`config.mk`:
```
export PLATFORM = sky130hd
export DESIGN_NAME = hack_mem_arbiter
export DESIGN_NICKNAME = d
export VERILOG_FILES = /design/src/rtl/hack_mem_arbiter.sv
export SDC_FILE = /design/constraint.sdc
export NUM_CORES = 1
export LEC_CHECK = 0
export BUFFER_PORTS_ARGS = -buffer_cell sky130_fd_sc_hd__buf_2
export CAP_MARGIN = 20
export CORE_MARGIN = 5
export CORE_UTILIZATION = 30
export DETAILED_ROUTE_END_ITERATION = 16
export PLACE_DENSITY = 0.79
export SYNTH_ARGS = -nofsm -noshare
export SYNTH_HDL_FRONTEND = slang
export SYNTH_SLANG_ARGS = --single-unit
```
`constraint.sdc`:
```
create_clock -name wb_clk_i -period 1.7 [get_ports wb_clk_i]
set_input_delay 0.34 -clock wb_clk_i [delete_from_list [all_inputs] [get_ports wb_clk_i]]
set_output_delay 0.34 -clock wb_clk_i [all_outputs]
set_load 0.05 [all_outputs]
```
`src/rtl/hack_mem_arbiter.sv`:
```
// hack_mem_arbiter
//   Shares one single-port, 1-cycle-read SRAM (Hack data/screen memory) between
//   the Hack CPU data port and the LA-driven host loader port.
//
//   Build option: define ARB_ROUND_ROBIN_EN to replace fixed CPU priority (with
//   host starvation override) by round-robin between the two requesters.
//
// Ports:
//   wb_clk_i, wb_rst_ni          clock, asynchronous active-low reset
//   loader_mode_i                1 = CPU locked out, host owns memory
//   cpu_req_i/we/addr/wdata      CPU request, held stable until cpu_gnt_o
//   cpu_gnt_o, cpu_rvalid_o      CPU grant (combinational), read-valid (N+1)
//   cpu_rdata_o                  CPU read data (mem_rdata_i)
//   host_req_i/we/addr/wdata     host request, held stable until host_gnt_o
//   host_gnt_o, host_rvalid_o    host grant, read-valid
//   host_rdata_o                 host read data (mem_rdata_i)
//   mem_en_o/we/addr/wdata       SRAM command, zero when nobody is granted
//   mem_rdata_i                  SRAM read data, valid the cycle after a read
//   starve_cnt_o                 host starvation counter (debug)
module hack_mem_arbiter #(
   parameter int unsigned ADDR_W       = 15,
   parameter int unsigned DATA_W       = 16,
   parameter int unsigned STARVE_LIMIT = 8
) (
   input  logic              wb_clk_i,
   input  logic              wb_rst_ni,
   input  logic              loader_mode_i,
   input  logic              cpu_req_i,
   input  logic              cpu_we_i,
   input  logic [ADDR_W-1:0] cpu_addr_i,
   input  logic [DATA_W-1:0] cpu_wdata_i,
   output logic              cpu_gnt_o,
   output logic              cpu_rvalid_o,
   output logic [DATA_W-1:0] cpu_rdata_o,
   input  logic              host_req_i,
   input  logic              host_we_i,
   input  logic [ADDR_W-1:0] host_addr_i,
   input  logic [DATA_W-1:0] host_wdata_i,
   output logic              host_gnt_o,
   output logic              host_rvalid_o,
   output logic [DATA_W-1:0] host_rdata_o,
   output logic              mem_en_o,
   output logic              mem_we_o,
   output logic [ADDR_W-1:0] mem_addr_o,
   output logic [DATA_W-1:0] mem_wdata_o,
   input  logic [DATA_W-1:0] mem_rdata_i,
   output logic [7:0]        starve_cnt_o
);

   typedef enum logic [1:0] {
      OwnNone = 2'd0,
      OwnCpu  = 2'd1,
      OwnHost = 2'd2
   } owner_e;

`ifndef ARB_ROUND_ROBIN_EN
   localparam logic [7:0] StarveLim = 8'(STARVE_LIMIT);
`endif

   owner_e     owner_q, owner_d;
   logic [7:0] starve_q, starve_d;
   logic       rd_q, rd_d;     // a read was granted last cycle
   logic       cpu_win, host_win;

   // Grant decision from current requests and registered state.
   always_comb begin
      cpu_win  = 1'b0;
      host_win = 1'b0;
      if (loader_mode_i) begin
         host_win = host_req_i;
      end else begin
`ifdef ARB_ROUND_ROBIN_EN
         if (cpu_req_i && host_req_i) begin
            // Non-owner wins; with no owner yet the CPU goes first.
            if (owner_q == OwnCpu) host_win = 1'b1;
            else                   cpu_win  = 1'b1;
         end else begin
            cpu_win  = cpu_req_i;
            host_win = host_req_i;
         end
`else
         if (host_req_i && (starve_q >= StarveLim)) begin
            host_win = 1'b1;
         end else if (cpu_req_i) begin
            cpu_win = 1'b1;
         end else begin
            host_win = host_req_i;
         end
`endif
      end
   end

   // Reset forces grants low immediately, not just at the next edge.
   assign cpu_gnt_o  = cpu_win  & wb_rst_ni;
   assign host_gnt_o = host_win & wb_rst_ni;

   // SRAM command mux.
   always_comb begin
      mem_en_o    = 1'b0;
      mem_we_o    = 1'b0;
      mem_addr_o  = '0;
      mem_wdata_o = '0;
      if (cpu_gnt_o) begin
         mem_en_o    = 1'b1;
         mem_we_o    = cpu_we_i;
         mem_addr_o  = cpu_addr_i;
         mem_wdata_o = cpu_wdata_i;
      end else if (host_gnt_o) begin
         mem_en_o    = 1'b1;
         mem_we_o    = host_we_i;
         mem_addr_o  = host_addr_i;
         mem_wdata_o = host_wdata_i;
      end
   end

   // Next-state: owner, read-pending and starvation counter.
   always_comb begin
      owner_d  = owner_q;
      rd_d     = mem_en_o & ~mem_we_o;
      starve_d = 8'd0;
      if (cpu_gnt_o) begin
         owner_d = OwnCpu;
      end else if (host_gnt_o) begin
         owner_d = OwnHost;
      end
      if (host_req_i && !host_gnt_o) begin
         starve_d = (starve_q == 8'hFF) ? starve_q : starve_q + 8'd1;
      end
   end

   always_ff @(posedge wb_clk_i or negedge wb_rst_ni) begin
      if (!wb_rst_ni) begin
         owner_q  <= OwnNone;
         rd_q     <= 1'b0;
         starve_q <= 8'd0;
      end else begin
         owner_q  <= owner_d;
         rd_q     <= rd_d;
         starve_q <= starve_d;
      end
   end

   // owner_q names last cycle's grantee, so it routes the read-valid pulse
   // even if loader_mode_i changed since.
   assign cpu_rvalid_o  = rd_q & (owner_q == OwnCpu);
   assign host_rvalid_o = rd_q & (owner_q == OwnHost);
   assign cpu_rdata_o   = mem_rdata_i;
   assign host_rdata_o  = mem_rdata_i;
   assign starve_cnt_o  = starve_q;

endmodule

```
# After elaboration in Yosys (flattened, before gate mapping)
# Index checks and enable logic that the tools add are counted.
dict set report totals {
  mem_bits_rw 0
  inputBits 85
  reg_bits 11
  romBits 0
  out_inout_bits 77
  wordCells 37
  memories 0
  latchBits 0
}
dict set report op_classes {
  n_addsub 1
  n_lt_le_gt_ge 1
  n_mux 18
  div_mod_pow 0
  shift 0
  n_eq_ne 4
  n_mul 0
  bitwise 6
  n_reduce_logical 4
}
# cell count
set ops {}
lappend ops {{16-bit 2-to-1 mux} 2}
lappend ops {{15-bit 2-to-1 mux} 2}
lappend ops {{8-bit 2-to-1 mux} 2}
lappend ops {{1-bit 2-to-1 mux} 10}
lappend ops {{8-bit by 1-bit adder with 8-bit output (second input constant)} 1}
lappend ops {{8-bit equality test (second input constant)} 1}
lappend ops {{8-bit by 4-bit greater-or-equal comparator with 1-bit output (second input constant)} 1}
lappend ops {{1-bit AND} 5}
lappend ops {{2-bit 2-to-1 mux} 2}
lappend ops {{2-bit by 1-bit equality test with 1-bit output (second input constant)} 1}
lappend ops {{2-bit equality test (second input constant)} 1}
lappend ops {{1-bit logical AND} 2}
lappend ops {{2-bit != test (second input constant)} 1}
lappend ops {{2-bit nonzero test} 1}
lappend ops {{1-bit zero test} 1}
lappend ops {{1-bit inverter} 1}

# Longest topological paths before layout
dict set report logic_depth {
  depth_word 9
  mapped_depth 6
  depth_no_buf 4
}

# Least setup slack after synthesis
# OpenSTA, ideal clock, no wires.
dict set report synth_path {
  kind {register -> output}
  from {register starve_q[3], in the netlist starve_cnt_o[3]}
  to {output port mem_addr_o[10]}
  stages_incl_launch_ff 7
  slack_ps -598
  arrival_ps 1958
  path_buffers 3
  path_cell_list {dfrtp_1 buf_4 nor4b_1 a32o_2 buf_6 buf_12 a22o_1}
}
dict set report synth_via {
  elab_cells_between_ends 10
  classes_between {order compare: 1; mux: 6; bitwise: 2; reduce/logical: 1}
}
# element line_no
set synth_rtl {}
lappend synth_rtl {{start: declaration} 61} ;# logic [7:0] starve_q, starve_d;
lappend synth_rtl {{start signal: assignment} 139} ;# starve_q <= starve_d;
lappend synth_rtl {{8-bit by 4-bit greater-or-equal comparator with 1-bit output} 82} ;# if (host_req_i && (starve_q >= StarveLim)) begin
lappend synth_rtl {{1-bit logical AND} 82}
lappend synth_rtl {{1-bit 2-to-1 mux} 82}
lappend synth_rtl {{1-bit 2-to-1 mux} 69} ;# if (loader_mode_i) begin
lappend synth_rtl {{1-bit AND} 94} ;# assign cpu_gnt_o = cpu_win & wb_rst_ni;
lappend synth_rtl {{via cpu_gnt_o} 32} ;# output logic cpu_gnt_o,
lappend synth_rtl {{15-bit 2-to-1 mux} 103} ;# if (cpu_gnt_o) begin
lappend synth_rtl {{end: declaration} 44} ;# output logic [ADDR_W-1:0] mem_addr_o,
# The timed path passes the listed nets, and every way through them passes these cells.

# Worst setup path after layout
dict set report layout_path {
  from {register starve_q[5], in the netlist starve_cnt_o[5]}
  to {output port mem_addr_o[5]}
}
dict set report layout_via {
  elab_chain_len 7
  elab_cells_between_ends 10
  classes_between {order compare: 1; mux: 6; bitwise: 2; reduce/logical: 1}
}
# element line_no
set layout_rtl {}
lappend layout_rtl {{8-bit by 4-bit greater-or-equal comparator with 1-bit output *} 82}
lappend layout_rtl {{1-bit logical AND *} 82}
lappend layout_rtl {{1-bit 2-to-1 mux} 82}
lappend layout_rtl {{1-bit 2-to-1 mux} 69}
lappend layout_rtl {{1-bit AND} 95} ;# assign host_gnt_o = host_win & wb_rst_ni;
lappend layout_rtl {{15-bit 2-to-1 mux} 108} ;# end else if (host_gnt_o) begin
lappend layout_rtl {{15-bit 2-to-1 mux *} 103}
# Every way passes the cells marked *; elsewhere a longest branch is shown, timed or not.

==> results.rst <==
.. list-table::
   :header-rows: 1

   * - Metric
     - Value
   * - Met3 routing resource usage after global routing
     - 3.69%
   * - Post-detail-place hpwl
     - a little under 4000 microns
   * - Post-route fraction of the period consumed by the critical path
     - 126%
   * - Met1 routing resource usage after global routing
     - between 10% and 20%
   * - Distinct cell type count after synthesis
     - 36
   * - Setup violators final
     - 34
   * - Max stage delay cell, worst path
     - dfrtp_2
   * - Cts bufs inserted
     - 3
   * - Cell count after synthesis
     - about 140
   * - Total power
     - ~1.2 mW
   * - Critical Path Sink Type
     - output port
   * - Most used routing layer in global routing
     - met2
   * - Hold buffers post-CTS
     - 0
   * - Worst Setup Path Type
     - flip-flop to output port
   * - Syn-to-layout area delta
     - 65.3%
   * - Shortest clock period the worst path allows after layout
     - ~2.1 ns
   * - Endpoint required time on the critical path
     - around 1.4 ns
   * - Post-synth net total
     - between 200 and 250
   * - Biggest fanout along the worst timing path
     - 34
   * - Rel. slew slack
     - 78.2%
   * - Clock latency on the worst-skew pair
     - ~0.24 ns
   * - Final routed wirelength across all metal layers
     - between 4000 and 5000 microns
   * - Number of placed instances with taps included
     - 277
   * - EDFF count, synth
     - 0
   * - Number of detailed-routing iterations run before antenna repair
     - 4
   * - Worst-Margin Slew
     - about 0.33 ns
   * - Final Non-Filler Cells
     - 284
   * - Number of vias in the routed layout
     - 1420
   * - Die extent in x
     - about 76 microns
   * - Number of pins with negative max-slew slack in the final report
     - 0
   * - Unrepaired setup endpoints after global routing
     - true
   * - Number of warnings issued by yosys
     - 0
   * - Number of antenna violations at the first check in global routing
     - 0
   * - Maximum resistive drop on vdd
     - just over 0.4 mV
   * - Final core utilization
     - 50.4%
   * - Total negative setup slack
     - -14.17 ns
   * - Std cell rows
     - 24
   * - Crit path arrival time
     - approximately 1.8 ns
   * - Max Fclk
     - 0.467 GHz
   * - Number of buffer cells added on primary ports
     - approximately 110
   * - Vias per std cell
     - 5.00
   * - GR Util All Layers
     - between 10% and 20%
   * - Chain of cells forming the critical path
     - nor4b_4, a21o_2, inv_8, a22o_4, buf_4
   * - Leakage power
     - approximately 1.2 nW
   * - Number of global-route vias before repair
     - 1334
   * - Total count of hold-check failures in the final report
     - 0
   * - Root buffer cell
     - clkbuf_8
   * - Fraction of the yosys area taken by sequential cells
     - a little over a fifth
   * - Total grt overflow
     - 0
   * - Average detailed-routed wire length per instance
     - approximately 17 microns
   * - # diodes
     - 0
   * - Maximum number of pins on one net before global-route repair
     - 35
   * - Number of nets in the layout
     - 320
   * - Boundary Pins
     - roughly 160
   * - Crit-path max cell delay
     - around 0.42 ns
   * - Class of the tightest hold or removal check
     - input pin to async pin
   * - Total power density per cell area
     - 569 mW/mm^2
   * - Clock sinks
     - 11
   * - Starting Density
     - a little under a third
   * - Die Y
     - ~76 microns
   * - Drt drc
     - 0
   * - Most used flip-flop cell after synthesis
     - dfrtp_1
   * - Slack of the worst reg-to-reg path
     - between 0.1 and 0.15 ns
   * - Met2 routing resource usage after global routing
     - a little under a quarter
   * - Max-cap violations
     - 0
   * - Async S/R FF share, synth
     - 100%
   * - Launching element type of the critical path
     - flip-flop
   * - Area inside the core boundary
     - ~0.0043 sq mm
   * - Maximum root-to-sink buffer count
     - 2
   * - Global-route wire length before repair
     - between 6000 and 7000 microns
   * - Setup skew after layout
     - 0.00356 ns
   * - Iter 0 DRT Violations
     - 25
   * - Result of the run
     - finished, violations left
   * - Placer Congestion
     - 0.830
   * - Worst setup margin
     - -0.442 ns
   * - Max H-tree Level
     - 1
   * - Violations in the final reports
     - negative setup slack
   * - Fraction of final layout cells sized beyond drive strength 1
     - about three quarters
   * - Total standard cell area after synthesis
     - 0.00130 sq mm
   * - Synthesized flop and latch total
     - 11
   * - TritonCTS clock tree
     - yes
   * - Antenna violation net count after detailed routing
     - 0
   * - DIE AREA
     - 0.00574 sq mm
   * - Worst Hold Margin
     - 0.100 ns
   * - Synthesized area divided by synthesized cell count
     - approximately 9.1 sq um
   * - Clock transition at the registers of the reported paths
     - around 0.050 ns
==> through the flow <==
step / instance area (sq um) / setup WS, ns
4_1_cts: 2120 / -0.429
3_3_place_gp: 1950 / -0.293
3_5_place_dp: 1950 / -0.323
5_1_grt: 2150 / -0.497
6_report: 2150 / -0.442
2_1_floorplan: 1570 / -0.243
==> state kept, by name, indices dropped and copies added, names as in the netlist <==
register and flops:
owner_q 2, rd_q 1, starve_cnt_o 8
==> layer usage <==
metal / wire, microns / vias up
met3: 558 / 8
li1: - / 686
met2: 2460 / 67
met1: 1860 / 659
met5: 0 / -
met4: 80 / 0
==> cells by family (layout without fill, tap and decap cells) <==
kind of cell,Yosys count,after routing,synth area share [%]
compound gates,53,53,33.0
buf+inv,51,141,30.2
simple gates,25,25,13.7
flops,11,11,21.2
fa+ha+maj,2,2,1.93
==> where the power goes <==
part | internal [mW] | switching, mW
Sequential | 0.276 | 0.0114
Clock | 0.165 | 0.0978
Combinational | 0.274 | 0.397
==> synthesized netlist by cell type (3+ instances only) <==
cell | instances | area, sq um
a21oi_1 | 6 | 30.0
a22o_1 | 29 | 254
a22o_2 | 3 | 30.0
a31oi_1 | 3 | 18.8
and3_1 | 3 | 18.8
buf_4 | 33 | 248
buf_6 | 5 | 56.3
dfrtp_1 | 11 | 275
inv_1 | 7 | 26.3
nand4_1 | 4 | 25.0
nor3_1 | 3 | 15.0
==> final cells by class <==
class / count / area, sq um
Clock buffer: 4 / 45.0
Sequential cell: 11 / 282
Timing Repair Buffer: 129 / 836
Fill cell: 395 / 2120
Tap cell: 52 / 65.1
Inverter: 8 / 37.5
Multi-Input combinational cell: 80 / 882
==> path summary, 6_finish.rpt <==
check	start	endpoint	cells past startpoint
worst max-delay path	starve_cnt_o[5]	mem_addr_o[5]	5
max in group asynchronous	wb_rst_ni	starve_cnt_o[3]	2
worst max register to register	starve_cnt_o[5]	owner_q[1]	6
worst min-delay path	wb_rst_ni	starve_cnt_o[1]	2
min in group wb_clk_i	cpu_we_i	rd_q	2
worst min register to register	owner_q[0]	owner_q[0]	1
==> what timing repair did <==
action,CTS,global route
pin swaps,1,3
endpoints found under the hold margin,0,0
setup buffers,2,1
resized for setup,42,4
setup endpoints to repair,34,34
==> worst max-delay path: cells and delay by family (launching register included) <==
family / cells / cell delay (ns)
compound gates: 2 / 0.49
flops: 1 / 0.42
simple gates: 1 / 0.34
buf+inv: 2 / 0.30
==> layout by cell type (no fill, tap or decap), types with 2 or more instances in the layout <==
cell type / count
a211oi_1: 2
a21o_2: 2
a21oi_1: 6
a22o_2: 5
a22o_4: 27
a31oi_1: 3
and3_1: 3
and4_1: 2
buf_12: 3
buf_2: 80
buf_4: 41
buf_6: 2
buf_8: 3
clkbuf_8: 3
dfrtp_1: 6
dfrtp_2: 5
ha_1: 2
inv_1: 7
nand4_1: 4
nor3_1: 3
nor4_1: 2
o21ai_0: 2
Power figures use the tool's default switching activity.
